<file path="config.mk">
export PLATFORM = sky130hd
export DESIGN_NAME = alu_multicycle_flat
export DESIGN_NICKNAME = d
export VERILOG_FILES = /design/src/rtl/alu_multicycle_if.sv /design/src/rtl/alu_multicycle.sv /design/src/flat_wrapper.sv
export SDC_FILE = /design/constraint.sdc
export NUM_CORES = 1
export LEC_CHECK = 0
export BUFFER_PORTS_ARGS = -buffer_cell sky130_fd_sc_hd__clkbuf_2
export CAP_MARGIN = 30
export CORE_ASPECT_RATIO = 0.5
export CORE_MARGIN = 4
export CORE_UTILIZATION = 62
export CTS_CLUSTER_SIZE = 30
export DETAILED_ROUTE_END_ITERATION = 6
export HOLD_SLACK_MARGIN = 0.12
export PLACE_DENSITY_LB_ADDON = 0.3
export SETUP_SLACK_MARGIN = 0.02
export SYNTH_ARGS = -nofsm -noshare
export SYNTH_HDL_FRONTEND = slang
export SYNTH_SLANG_ARGS = --single-unit
</file>
<file path="constraint.sdc">
create_clock -name clk -period 3 [get_ports clk]
set_clock_uncertainty 0.2 [all_clocks]
set_input_delay 0.3 -clock clk [delete_from_list [all_inputs] [get_ports clk]]
set_output_delay 0.3 -clock clk [all_outputs]
set_load 0.02 [all_outputs]
</file>
<file path="src/rtl/alu_multicycle_if.sv">
// Request/response bundle for alu_multicycle: operand request side plus the
// registered result/flag side, both using valid/ready handshakes.
interface alu_multicycle_if #(
    parameter int WIDTH = 32
);
    logic             in_valid;
    logic             in_ready;
    logic [3:0]       op;
    logic [WIDTH-1:0] a;
    logic [WIDTH-1:0] b;
    logic             out_valid;
    logic             out_ready;
    logic [WIDTH-1:0] result;
    logic             carry;
    logic             overflow;
    logic             zero;
    logic             illegal;
    logic             busy;

    modport master (
        output in_valid, op, a, b, out_ready,
        input  in_ready, out_valid, result, carry, overflow, zero, illegal, busy
    );

    modport slave (
        input  in_valid, op, a, b, out_ready,
        output in_ready, out_valid, result, carry, overflow, zero, illegal, busy
    );
endinterface

</file>
<file path="src/rtl/alu_multicycle.sv">
// Registered WIDTH-bit execute-stage ALU. Logic/arithmetic ops finish in one
// cycle; shifts iterate SHIFT_STEP bits per cycle through a working register.
module alu_multicycle #(
    parameter int WIDTH      = 32,
    parameter int SHIFT_STEP = 1
) (
    input  logic              clk,
    input  logic              rst_n,
    alu_multicycle_if.slave   bus
);
    localparam int SW     = $clog2(WIDTH);
    localparam int STEP_W = SW + 1;
    localparam int MSB    = WIDTH - 1;

    localparam logic [3:0] OP_AND  = 4'b0000;
    localparam logic [3:0] OP_OR   = 4'b0001;
    localparam logic [3:0] OP_ADD  = 4'b0010;
    localparam logic [3:0] OP_XOR  = 4'b0011;
    localparam logic [3:0] OP_SUB  = 4'b0100;
    localparam logic [3:0] OP_SLT  = 4'b0101;
    localparam logic [3:0] OP_SLTU = 4'b0110;
    localparam logic [3:0] OP_SLL  = 4'b1000;
    localparam logic [3:0] OP_SRL  = 4'b1001;
    localparam logic [3:0] OP_SRA  = 4'b1010;

    typedef enum logic {IDLE, SHIFT} state_t;

    state_t           state_q, state_d;
    logic [WIDTH-1:0] work_q, work_d;
    logic [SW-1:0]    rem_q, rem_d;
    logic [1:0]       kind_q, kind_d;
    logic [WIDTH-1:0] result_q, result_d;
    logic             carry_q, carry_d;
    logic             ovf_q, ovf_d;
    logic             zero_q, zero_d;
    logic             illegal_q, illegal_d;
    logic             out_valid_q, out_valid_d;

    logic             in_ready_c;
    logic             accept_c;
    logic             is_shift_c;
    logic [SW-1:0]    shamt_c;

    // Bitwise ops built as per-bit slices
    logic [WIDTH-1:0] and_v, or_v, xor_v;
    for (genvar gi = 0; gi < WIDTH; gi++) begin : g_slice
        assign and_v[gi] = bus.a[gi] & bus.b[gi];
        assign or_v[gi]  = bus.a[gi] | bus.b[gi];
        assign xor_v[gi] = bus.a[gi] ^ bus.b[gi];
    end

    logic [WIDTH:0] sum_add, sum_sub;
    logic           ovf_add, ovf_sub;
    assign sum_add = {1'b0, bus.a} + {1'b0, bus.b};
    assign sum_sub = {1'b0, bus.a} + {1'b0, ~bus.b} + {{WIDTH{1'b0}}, 1'b1};
    assign ovf_add = (bus.a[MSB] == bus.b[MSB]) && (sum_add[MSB] != bus.a[MSB]);
    assign ovf_sub = (bus.a[MSB] != bus.b[MSB]) && (sum_sub[MSB] != bus.a[MSB]);

    logic [WIDTH-1:0] sc_res;
    logic             sc_c, sc_v, sc_ill;
    always_comb begin
        sc_res = '0;
        sc_c   = 1'b0;
        sc_v   = 1'b0;
        sc_ill = 1'b0;
        case (bus.op)
            OP_AND:  sc_res = and_v;
            OP_OR:   sc_res = or_v;
            OP_XOR:  sc_res = xor_v;
            OP_ADD:  begin sc_res = sum_add[MSB:0]; sc_c = sum_add[WIDTH]; sc_v = ovf_add; end
            OP_SUB:  begin sc_res = sum_sub[MSB:0]; sc_c = sum_sub[WIDTH]; sc_v = ovf_sub; end
            OP_SLT:  begin sc_res = {{(WIDTH-1){1'b0}}, sum_sub[MSB] ^ ovf_sub}; sc_c = sum_sub[WIDTH]; end
            OP_SLTU: begin sc_res = {{(WIDTH-1){1'b0}}, ~sum_sub[WIDTH]}; sc_c = sum_sub[WIDTH]; end
            // Only reached with a zero shift amount: result passes a through
            OP_SLL, OP_SRL, OP_SRA: sc_res = bus.a;
            default: sc_ill = 1'b1;
        endcase
    end

    assign is_shift_c = (bus.op == OP_SLL) || (bus.op == OP_SRL) || (bus.op == OP_SRA);
    assign shamt_c    = bus.b[SW-1:0];
    assign in_ready_c = (state_q == IDLE) && (!out_valid_q || bus.out_ready);
    assign accept_c   = bus.in_valid && in_ready_c;

    // Per-cycle step never exceeds what is left, so the last step may be short
    logic [STEP_W-1:0] rem_ext, step;
    logic [SW-1:0]     rem_after;
    logic [WIDTH-1:0]  shifted;
    assign rem_ext   = {1'b0, rem_q};
    assign step      = (rem_ext < STEP_W'(SHIFT_STEP)) ? rem_ext : STEP_W'(SHIFT_STEP);
    assign rem_after = SW'(rem_ext - step);

    always_comb begin
        case (kind_q)
            2'b00:   shifted = work_q << step;
            2'b01:   shifted = work_q >> step;
            default: shifted = WIDTH'($signed(work_q) >>> step);
        endcase
    end

    always_comb begin
        state_d     = state_q;
        work_d      = work_q;
        rem_d       = rem_q;
        kind_d      = kind_q;
        result_d    = result_q;
        carry_d     = carry_q;
        ovf_d       = ovf_q;
        zero_d      = zero_q;
        illegal_d   = illegal_q;
        out_valid_d = out_valid_q && !bus.out_ready;
        case (state_q)
            IDLE: begin
                if (accept_c) begin
                    if (is_shift_c && (shamt_c != '0)) begin
                        work_d  = bus.a;
                        rem_d   = shamt_c;
                        kind_d  = bus.op[1:0];
                        state_d = SHIFT;
                    end else begin
                        result_d    = sc_res;
                        carry_d     = sc_c;
                        ovf_d       = sc_v;
                        illegal_d   = sc_ill;
                        zero_d      = (sc_res == '0) && !sc_ill;
                        out_valid_d = 1'b1;
                    end
                end
            end
            SHIFT: begin
                work_d = shifted;
                rem_d  = rem_after;
                if (rem_after == '0) begin
                    result_d    = shifted;
                    carry_d     = 1'b0;
                    ovf_d       = 1'b0;
                    illegal_d   = 1'b0;
                    zero_d      = (shifted == '0);
                    out_valid_d = 1'b1;
                    state_d     = IDLE;
                end
            end
            default: state_d = IDLE;
        endcase
    end

    always_ff @(posedge clk or negedge rst_n) begin
        if (!rst_n) begin
            state_q     <= IDLE;
            work_q      <= '0;
            rem_q       <= '0;
            kind_q      <= '0;
            result_q    <= '0;
            carry_q     <= 1'b0;
            ovf_q       <= 1'b0;
            zero_q      <= 1'b0;
            illegal_q   <= 1'b0;
            out_valid_q <= 1'b0;
        end else begin
            state_q     <= state_d;
            work_q      <= work_d;
            rem_q       <= rem_d;
            kind_q      <= kind_d;
            result_q    <= result_d;
            carry_q     <= carry_d;
            ovf_q       <= ovf_d;
            zero_q      <= zero_d;
            illegal_q   <= illegal_d;
            out_valid_q <= out_valid_d;
        end
    end

    assign bus.in_ready  = in_ready_c;
    assign bus.out_valid = out_valid_q;
    assign bus.result    = result_q;
    assign bus.carry     = carry_q;
    assign bus.overflow  = ovf_q;
    assign bus.zero      = zero_q;
    assign bus.illegal   = illegal_q;
    assign bus.busy      = (state_q == SHIFT);
endmodule
</file>
<file path="src/flat_wrapper.sv">
// flat-port wrapper written by rule: the top's interface ports become plain ports
module alu_multicycle_flat 
#(
    parameter int WIDTH      = 32,
    parameter int SHIFT_STEP = 1
)
  (clk, rst_n, bus_in_valid, bus_op, bus_a, bus_b, bus_out_ready, bus_in_ready, bus_out_valid, bus_result, bus_carry, bus_overflow, bus_zero, bus_illegal, bus_busy);
  alu_multicycle_if #(.WIDTH(WIDTH)) bus_i ();
  input  logic clk;
  input  logic rst_n;
  input wire logic [$bits(bus_i.in_valid)-1:0] bus_in_valid;
  input wire logic [$bits(bus_i.op)-1:0] bus_op;
  input wire logic [$bits(bus_i.a)-1:0] bus_a;
  input wire logic [$bits(bus_i.b)-1:0] bus_b;
  input wire logic [$bits(bus_i.out_ready)-1:0] bus_out_ready;
  output wire logic [$bits(bus_i.in_ready)-1:0] bus_in_ready;
  output wire logic [$bits(bus_i.out_valid)-1:0] bus_out_valid;
  output wire logic [$bits(bus_i.result)-1:0] bus_result;
  output wire logic [$bits(bus_i.carry)-1:0] bus_carry;
  output wire logic [$bits(bus_i.overflow)-1:0] bus_overflow;
  output wire logic [$bits(bus_i.zero)-1:0] bus_zero;
  output wire logic [$bits(bus_i.illegal)-1:0] bus_illegal;
  output wire logic [$bits(bus_i.busy)-1:0] bus_busy;
  assign bus_i.in_valid = bus_in_valid;
  assign bus_i.op = bus_op;
  assign bus_i.a = bus_a;
  assign bus_i.b = bus_b;
  assign bus_i.out_ready = bus_out_ready;
  assign bus_in_ready = bus_i.in_ready;
  assign bus_out_valid = bus_i.out_valid;
  assign bus_result = bus_i.result;
  assign bus_carry = bus_i.carry;
  assign bus_overflow = bus_i.overflow;
  assign bus_zero = bus_i.zero;
  assign bus_illegal = bus_i.illegal;
  assign bus_busy = bus_i.busy;
  alu_multicycle #(.WIDTH(WIDTH), .SHIFT_STEP(SHIFT_STEP)) u_core (.clk(clk), .rst_n(rst_n), .bus(bus_i));
endmodule
</file>
==> flow_summary.json, run 1 <==
{
  "async_flop_share": 1.00,
  "syn_avg_cell_area_sq_um": 7.33,
  "status": "aborted with a tool error",
  "ys_types": 97,
  "die_w_um": 191,
  "yosysWarnings": 0,
  "grt_use_total": 0.911,
  "placed_cell_area_sq_um": 14000,
  "syn_inst": 1418,
  "port_buffers": 110,
  "rows": 33,
  "die_y_um": 99.6,
  "htreeDepth": 3,
  "synth_ff_type": "dfrtp_1",
  "synth_edf_count": 0,
  "firstError": "[ERROR GRT-0232] Routing congestion too high. Check the congestion heatmap in the GUI.",
  "dpl.hpwl_mm": 38.2,
  "clk_path_buf_depth": 2,
  "yosysSeqAreaShare": 0.185,
  "stop_stage": "global routing (5_1_grt)",
  "syn_nets": 1597,
  "cts_buffers": 9,
  "grt_max_degree": 78,
  "synthesis.area_sq_um": 10400,
  "dp.cells": 2062,
  "yosys_register_bits": 77,
  "clock-root-buffer": "clkbuf_16",
  "io_pins": 111,
  "gp_congestion": 1.16,
  "cts.sinks": 77,
  "grt_remaining_overflow": 320,
  "initial_core_util": 0.634
}
[cell families after synthesis]
logic type      share of synthesized area
simple gates                        0.205
buf+inv                            0.0895
flops                               0.185
compound gates                      0.345
fa+ha+maj                           0.131
mux                                0.0383
xor+xnor                          0.00590
[cell usage after synthesis (9+ instances only)]
cell | number | share of area
clkbuf_1 | 59 | 0.021
inv_1 | 121 | 0.044
dfrtp_1 | 77 | 0.19
a21o_1 | 10 | 0.0072
a21oi_1 | 123 | 0.059
o221ai_1 | 18 | 0.015
ha_1 | 104 | 0.13
nand2b_1 | 14 | 0.0084
o21a_1 | 9 | 0.0065
nand4_1 | 15 | 0.0090
o31ai_1 | 14 | 0.010
buf_2 | 26 | 0.013
nor2_1 | 138 | 0.050
a31oi_1 | 22 | 0.013
a22oi_1 | 22 | 0.016
o32ai_1 | 9 | 0.0076
a221o_1 | 15 | 0.014
a211oi_1 | 12 | 0.0087
nor3_1 | 29 | 0.014
a22o_1 | 10 | 0.0084
a221oi_1 | 13 | 0.011
mux2i_1 | 33 | 0.032
nor4_1 | 23 | 0.014
and3_1 | 12 | 0.0072
o22ai_1 | 17 | 0.010
nand2_1 | 140 | 0.051
nand3_1 | 45 | 0.022
o21ai_0 | 70 | 0.034
o211ai_1 | 35 | 0.025
[through the flow]
stage               setup slack, ns  hold WS (ns)  utilization
floorplan                     -1.12        -0.196            -
global placement              -1.35         0.264        0.852
detailed placement            -1.58         0.277        0.852
CTS                           -1.26         0.154        0.926
[routing by layer]
metal	global-route usage	GRT overflow
met5	0.726	5
met1	0.885	33
met3	0.874	41
met2	0.988	135
met4	0.921	106
[what timing repair did]
action / in CTS
endpoints found under the hold margin: 78
gates cloned: 0
pin swaps: 64
setup endpoints to repair: 26
buffers inserted: 30
hold buffers: 2
gates resized for setup: 132
==> run 2, diff against run 1 <==
Settings changed: CORE_ASPECT_RATIO 0.5 to default, CORE_UTILIZATION 62 to 40, CTS_CLUSTER_SIZE 30 to default, HOLD_SLACK_MARGIN 0.12 to default, PLACE_DENSITY_LB_ADDON 0.3 to 0.15, SETUP_SLACK_MARGIN 0.02 to default.
==> flow_summary.json, run 2 <==
{
  "die_y_um": 169,
  "antenna_found_initial": 0,
  "status": "finished with violations",
  "cts.sinks": 77,
  "r2r_slack_ns": -0.02,
  "wl_met2_mm": 21.8,
  "fin_ws_ns": -1.16,
  "routed-wl-met3_mm": 3.61,
  "port_buffers": 110,
  "layout.nets": 2080,
  "power.density_nw_per_um2": 533,
  "rr_startpoint": "u_core.rem_q[4]",
  "multi_input_comb_area_sq_um": 8430,
  "yosysMostFrequentCell": "nand2_1",
  "tightest_slew_ns": 0.696,
  "grt_pass1_wl_mm": 72.7,
  "layout.cells.non_filler": 2236,
  "clk_latency_ns": 0.34,
  "dr.max_layer_used": "met4",
  "gp_congestion": 0.957,
  "async_flop_share": 1.00,
  "rows": 58,
  "yosysSeqAreaShare": 0.185,
  "first_global_vias": 12700,
  "yosys_register_bits": 77,
  "clock-root-buffer": "clkbuf_16",
  "htreeDepth": 3,
  "core_sq_um": 25400,
  "rsz0062_at_grt": "yes",
  "drt-initial-drc-count": 1545,
  "clk_pin_slew_ns": 0.06,
  "syn_inst": 1418,
  "min_period_over_period": 1.39,
  "power_frac_seq": 0.240,
  "setup_viol": 19,
  "vias": 13300,
  "grt_max_degree": 70,
  "hp-class": "primary input to asynchronous set/reset pin",
  "firstDrtPassIters": 7,
  "syn_nets": 1597,
  "relSlewSlack": 0.535,
  "p_int_mw": 4.47,
  "grt_use_total": 0.317,
  "synthTopCellsByCount": "nand2_1, nor2_1, a21oi_1",
  "maxClockFrequency_mhz": 240,
  "r2r-end": "u_core.bus.zero",
  "layout-drive-gt1-share": 0.390,
  "dp.cells": 2183,
  "path_max_fanout": 2,
  "cp-end-kind": "register",
  "p_leak_nw": 7.59,
  "ir_drop_mv": 0.647,
  "wl_met1_mm": 20.1,
  "mostFrequentLayoutCells": "buf_4, nand2_1, nor2_1",
  "cts_tree": "done",
  "synth_top_area_cell": "dfrtp_1",
  "synth_ff_type": "dfrtp_1",
  "wl_mm": 47.3,
  "routedWlPerCell_um": 21.1,
  "synthTopCellsByArea": "dfrtp_1, ha_1, a21oi_1",
  "dp_slack_ns": -1.52,
  "synth_top_area_share": 0.185,
  "required_ns": 3.05,
  "area_growth_pct": 52.0,
  "ys_types": 97,
  "cp.arrival_ns": 4.21,
  "register_area_sq_um": 1930,
  "clk_path_buf_depth": 2,
  "die_w_um": 169,
  "ant_nets": 0,
  "ff2ff_path_depth": 11,
  "synthesis.area_sq_um": 10400,
  "diodes": 0,
  "cts_buffers": 9,
  "initial_core_util": 0.409,
  "layout.cells.most_common": "buf_4",
  "p_comb_frac": 0.619,
  "die_area_sq_um": 28600,
  "path_class": "primary input to register",
  "finalHoldViolations": 0,
  "syn_avg_cell_area_sq_um": 7.33,
  "slew_violations": 0,
  "io_pins": 111,
  "dpl.hpwl_mm": 37.1,
  "cp-start-kind": "primary input",
  "p_sw_frac": 0.470,
  "yosysWarnings": 0,
  "via_per_inst": 5.96,
  "synth_edf_count": 0,
  "drc": 1,
  "power.share.clock": 0.141,
  "layout_min_cycle_time_ns": 4.16,
  "drv_cap": 0,
  "grt_remaining_overflow": 0,
  "fill_cells": 2276,
  "violations": "DRC, setup timing",
  "p_switching_mw": 3.96
}
run 2: cell counts after synthesis:
Identical to the previous run, type by type.
run 2: metal layers:
layer	vias to the layer above	GRT usage
li1	6218	-
met3	100	0.0377
met4	0	0.0889
met2	643	0.522
met1	6360	0.440
met5	-	0
run 2: cell families (layout without fill, tap and decap cells):
group / count (synthesis) / in the layout / share of synthesized area
AOI/OAI and AO/OA: 508 / 508 / 0.345
and+or+nand+nor: 456 / 456 / 0.205
buffers and inverters: 224 / 712 / 0.0895
adders and majority gates: 107 / 107 / 0.131
DFF: 77 / 77 / 0.185
muxes: 39 / 39 / 0.0383
xor gates and xnor gates: 7 / 7 / 0.00590
run 2: power groups by stage:
stage	logic (mW)	registers (mW)	clock network (mW)
6_report	5.22	2.02	1.19
3_5_place_dp	4.79	2.00	0
4_1_cts	4.99	1.99	1.21
2_1_floorplan	2.68	2.12	0
5_1_grt	5.67	2.07	1.25
3_3_place_gp	4.73	2.00	0
run 2: layout make-up:
type	instances	area share
Multi-Input combinational cell	1117	0.534
Timing Repair Buffer	572	0.268
Sequential cell	77	0.122
Inverter	124	0.0299
Tap cell	330	0.0261
Clock buffer	9	0.0143
Clock inverter	7	0.00618
run 2: stage by stage:
stage	area [sq um]	hold slack, ns	utilization	total power [mW]	setup TNS, ns
6_report	15800	0.126	0.622	8.43	-8.87
5_1_grt	15800	0.143	0.622	8.98	-10.80
4_1_cts	15200	0.120	0.599	8.19	-7.36
3_5_place_dp	14200	-0.0579	0.561	6.79	-20.47
3_3_place_gp	14200	0.266	0.560	6.73	-20.14
2_1_floorplan	10500	-0.196	-	4.79	-3.91
run 2: worst max path at each step:
stage / from / end / slack, ns / depth (start not counted)
global route: bus_b[1] / u_core.bus.zero / -1.37 / 24
floorplan: bus_b[1] / u_core.bus.zero / -1.12 / 24
finish: bus_b[1] / u_core.bus.zero / -1.16 / 24
detailed placement: bus_b[1] / u_core.bus.zero / -1.52 / 24
global placement: bus_b[1] / u_core.bus.zero / -1.43 / 24
CTS: bus_b[1] / u_core.bus.zero / -1.11 / 24
run 2: repair_timing:
action / 4_1_cts / 5_1_grt
endpoints found under the hold margin: 78 / 0
setup endpoints to repair: 24 / 24
setup buffers: 22 / 17
hold buffers: 2 / 0
pin swaps: 41 / 52
resized for setup: 85 / 105
run 2: critical path, stage by stage:
cell and delay [ns]:
buf_8 0.08, clkinvlp_4 0.10, ha_4 0.25, o21ba_4 0.21
or4_4 0.45, a21oi_4 0.24, o31ai_4 0.12, o211ai_2 0.21
a211oi_2 0.11, o21ai_1 0.18, a21oi_1 0.11, nor2_1 0.11
nor2_1 0.06, o21bai_1 0.19, fa_1 0.20, nor2_1 0.05
a21oi_1 0.12, o32ai_1 0.09, a21oi_1 0.11, o21ai_1 0.09
a211o_1 0.24, nor4b_2 0.22, nand4_1 0.14, o31ai_2 0.22
Note: power is estimated with default switching activity, not from simulation.
==> run 3, diff against run 2 <==
Settings changed: ABC_AREA from default to 1, CTS_CLUSTER_SIZE from default to 14, MAX_ROUTING_LAYER from default to met4.
==> flow_summary.json, run 3 <==
{
  "cts_tree": "done",
  "mostFrequentLayoutCells": "nand2_1, buf_4, inv_1",
  "dpl.hpwl_mm": 42.6,
  "synth-simple-area-share": 0.379,
  "ys_types": 48,
  "core_sq_um": 27000,
  "synthXorXnorAreaFrac": 0.00239,
  "status": "finished clean",
  "rr_startpoint": "u_core.rem_q[2]",
  "dr.max_layer_used": "met4",
  "clock-root-buffer": "clkbuf_16",
  "clk_pin_slew_ns": 0.06,
  "antenna_found_initial": 0,
  "power.density_nw_per_um2": 552,
  "cp-start-kind": "primary input",
  "cts_buffers": 9,
  "layout.nets": 2469,
  "critPathMostFrequentCell": "nand3_1",
  "cp_cell_sequence": "clkbuf_2 > inv_1 > ha_4 > buf_4 > nand2_2 > buf_4 > inv_1 > a21oi_1 > buf_4 > o21bai_1 > nand2_1 > nand3_1 > nand2_1 > nand3_1 > nand2_1 > nor2_1 > nand3_1 > nor2_1 > nand3_1 > a21oi_2",
  "drt-initial-drc-count": 1266,
  "yosysSeqAreaShare": 0.175,
  "required_ns": 3.07,
  "crit_family": "simple AND/OR/NAND/NOR gates",
  "min_period_over_period": 0.981,
  "die_y_um": 174,
  "htreeDepth": 3,
  "async_flop_share": 1.00,
  "relSlewSlack": 0.346,
  "ant_nets": 0,
  "hold_start": "bus_out_ready",
  "max_stage_delay_ns": 0.32,
  "synth_compound_area_frac": 0.174,
  "cp.arrival_ns": 3.01,
  "drv_cap": 0,
  "path_class": "primary input to register",
  "yosysMostFrequentCell": "nand2_1",
  "ff2ff_path_depth": 13,
  "port_buffers": 110,
  "gp_congestion": 1.01,
  "synthesis.area_sq_um": 11000,
  "min_to": "u_core.bus.out_valid",
  "hp-class": "primary input to register",
  "wl_mm": 52.2,
  "first_global_vias": 13500,
  "initial_core_util": 0.407,
  "ir_drop_mv": 0.762,
  "die_w_um": 174,
  "synthTopCellsByCount": "nand2_1, inv_1, nor2_1",
  "yosys_register_bits": 77,
  "area_growth_pct": 43.5,
  "layout.cells.most_common": "nand2_1",
  "syn_avg_cell_area_sq_um": 5.99,
  "layout-drive-gt1-share": 0.326,
  "path_max_fanout": 8,
  "grt_remaining_overflow": 0,
  "synth_edf_count": 0,
  "diodes": 0,
  "grt_max_degree": 78,
  "cp_slowest_cell": "nor2_1",
  "clk_latency_ns": 0.34,
  "die_area_sq_um": 30200,
  "layout.cells.non_filler": 2636,
  "synth_top_family_by_area": "simple AND/OR/NAND/NOR gates",
  "tightest_slew_ns": 0.978,
  "cp-end-kind": "register",
  "drc": 0,
  "layout_min_cycle_time_ns": 2.94,
  "p_leak_nw": 8.51,
  "yosysWarnings": 0,
  "setup_viol": 0,
  "vias": 14200,
  "r2r_slack_ns": 0.29,
  "critPathBufInv": 6,
  "io_pins": 111,
  "finalHoldViolations": 0,
  "synth_top_area_share": 0.179,
  "grt_use_total": 0.340,
  "rows": 60,
  "rsz0062_at_grt": "yes",
  "r2r-end": "u_core.bus.zero",
  "synth_mux_area_frac": 0,
  "clk_path_buf_depth": 2,
  "synth_top_area_cell": "nand2_1",
  "cts.sinks": 77,
  "slew_violations": 0,
  "via_per_inst": 5.38,
  "wl_met2_mm": 23.0,
  "synthTopCellsByArea": "nand2_1, dfrtp_1, ha_1",
  "maxClockFrequency_mhz": 340,
  "synth_fa_ha_area_frac": 0.124,
  "wl_met1_mm": 23.3,
  "dp.cells": 2588,
  "firstDrtPassIters": 6,
  "routedWlPerCell_um": 19.8,
  "synth_ff_type": "dfrtp_1",
  "syn_inst": 1839,
  "grt_pass1_wl_mm": 78.1,
  "syn_nets": 2018,
  "hold_depth": 4,
  "whs_ns": 0.0862,
  "routed-wl-met3_mm": 4.12
}
## run 3: final cells by class
| type | instances | area, sq um |
|---|---|---|
| Sequential cell | 77 | 1930 |
| Clock inverter | 4 | 70.1 |
| Multi-Input combinational cell | 1373 | 8180 |
| Timing Repair Buffer | 505 | 3690 |
| Tap cell | 341 | 427 |
| Inverter | 324 | 1250 |
| Fill cell | 2746 | 11200 |
| Clock buffer | 12 | 256 |
## run 3: tightest hold or removal path: cells and delay by family
family | cells | cell delay (ns)
buffers and inverters | 1 | 0.08
and+or+nand+nor | 3 | 0.20
## run 3: worst max-delay path by stage
| stage | slack, ns | endpoint | depth (start not counted) | start |
|---|---|---|---|---|
| after floorplan | -0.11 | u_core.bus.zero | 20 | bus_a[16] |
| after CTS | 0.002 | u_core.bus.zero | 22 | bus_a[14] |
| after global routing | -0.05 | u_core.bus.zero | 20 | bus_a[23] |
| after global placement | -0.59 | u_core.bus.zero | 20 | bus_b[8] |
| final | 0.06 | u_core.bus.zero | 20 | bus_a[9] |
| after detailed placement | -0.65 | u_core.bus.zero | 20 | bus_a[8] |
## run 3: routing by layer
layer | GRT usage | vias to the layer above
li1 | - | 6905
met1 | 0.474 | 6639
met2 | 0.523 | 553
met3 | 0.0410 | 89
met4 | 0.0950 | 0
met5 | - | -
## run 3: kinds of logic after synthesis
| group | Yosys count |
|---|---|
| xor+xnor | 3 |
| fa+ha+maj | 107 |
| buf+inv | 389 |
| simple gates | 976 |
| flops | 77 |
| compound gates | 287 |
## run 3: metrics by stage
stage | TNS (ns) | util | power (mW) | setup slack, ns | instance area [sq um]
after global placement | -3.19 | 0.533 | 7.14 | -0.588 | 14400
after CTS | 0 | 0.563 | 8.51 | 0.00179 | 15200
after floorplan | -0.109 | - | 5.16 | -0.109 | 11000
after global routing | -0.0503 | 0.584 | 9.39 | -0.0489 | 15800
after detailed placement | -3.82 | 0.533 | 7.20 | -0.649 | 14400
final | 0 | 0.584 | 8.73 | 0.0568 | 15800
## run 3: timing repair
action / in CTS / in global routing
hold buffers: 1 / 0
setup endpoints to repair: 4 / 14
gates cloned: 0 / 0
buffers inserted: 12 / 21
pin swaps: 28 / 49
endpoints found under the hold margin: 77 / 0
gates resized for setup: 90 / 129
## run 3: report_power, final
part           internal [mW]  leakage (nW)  switching, mW
clock                  0.771         0.163          0.402
combinational           2.21          7.40           3.43
sequential              1.56         0.947          0.349
total                   4.54          8.51           4.18
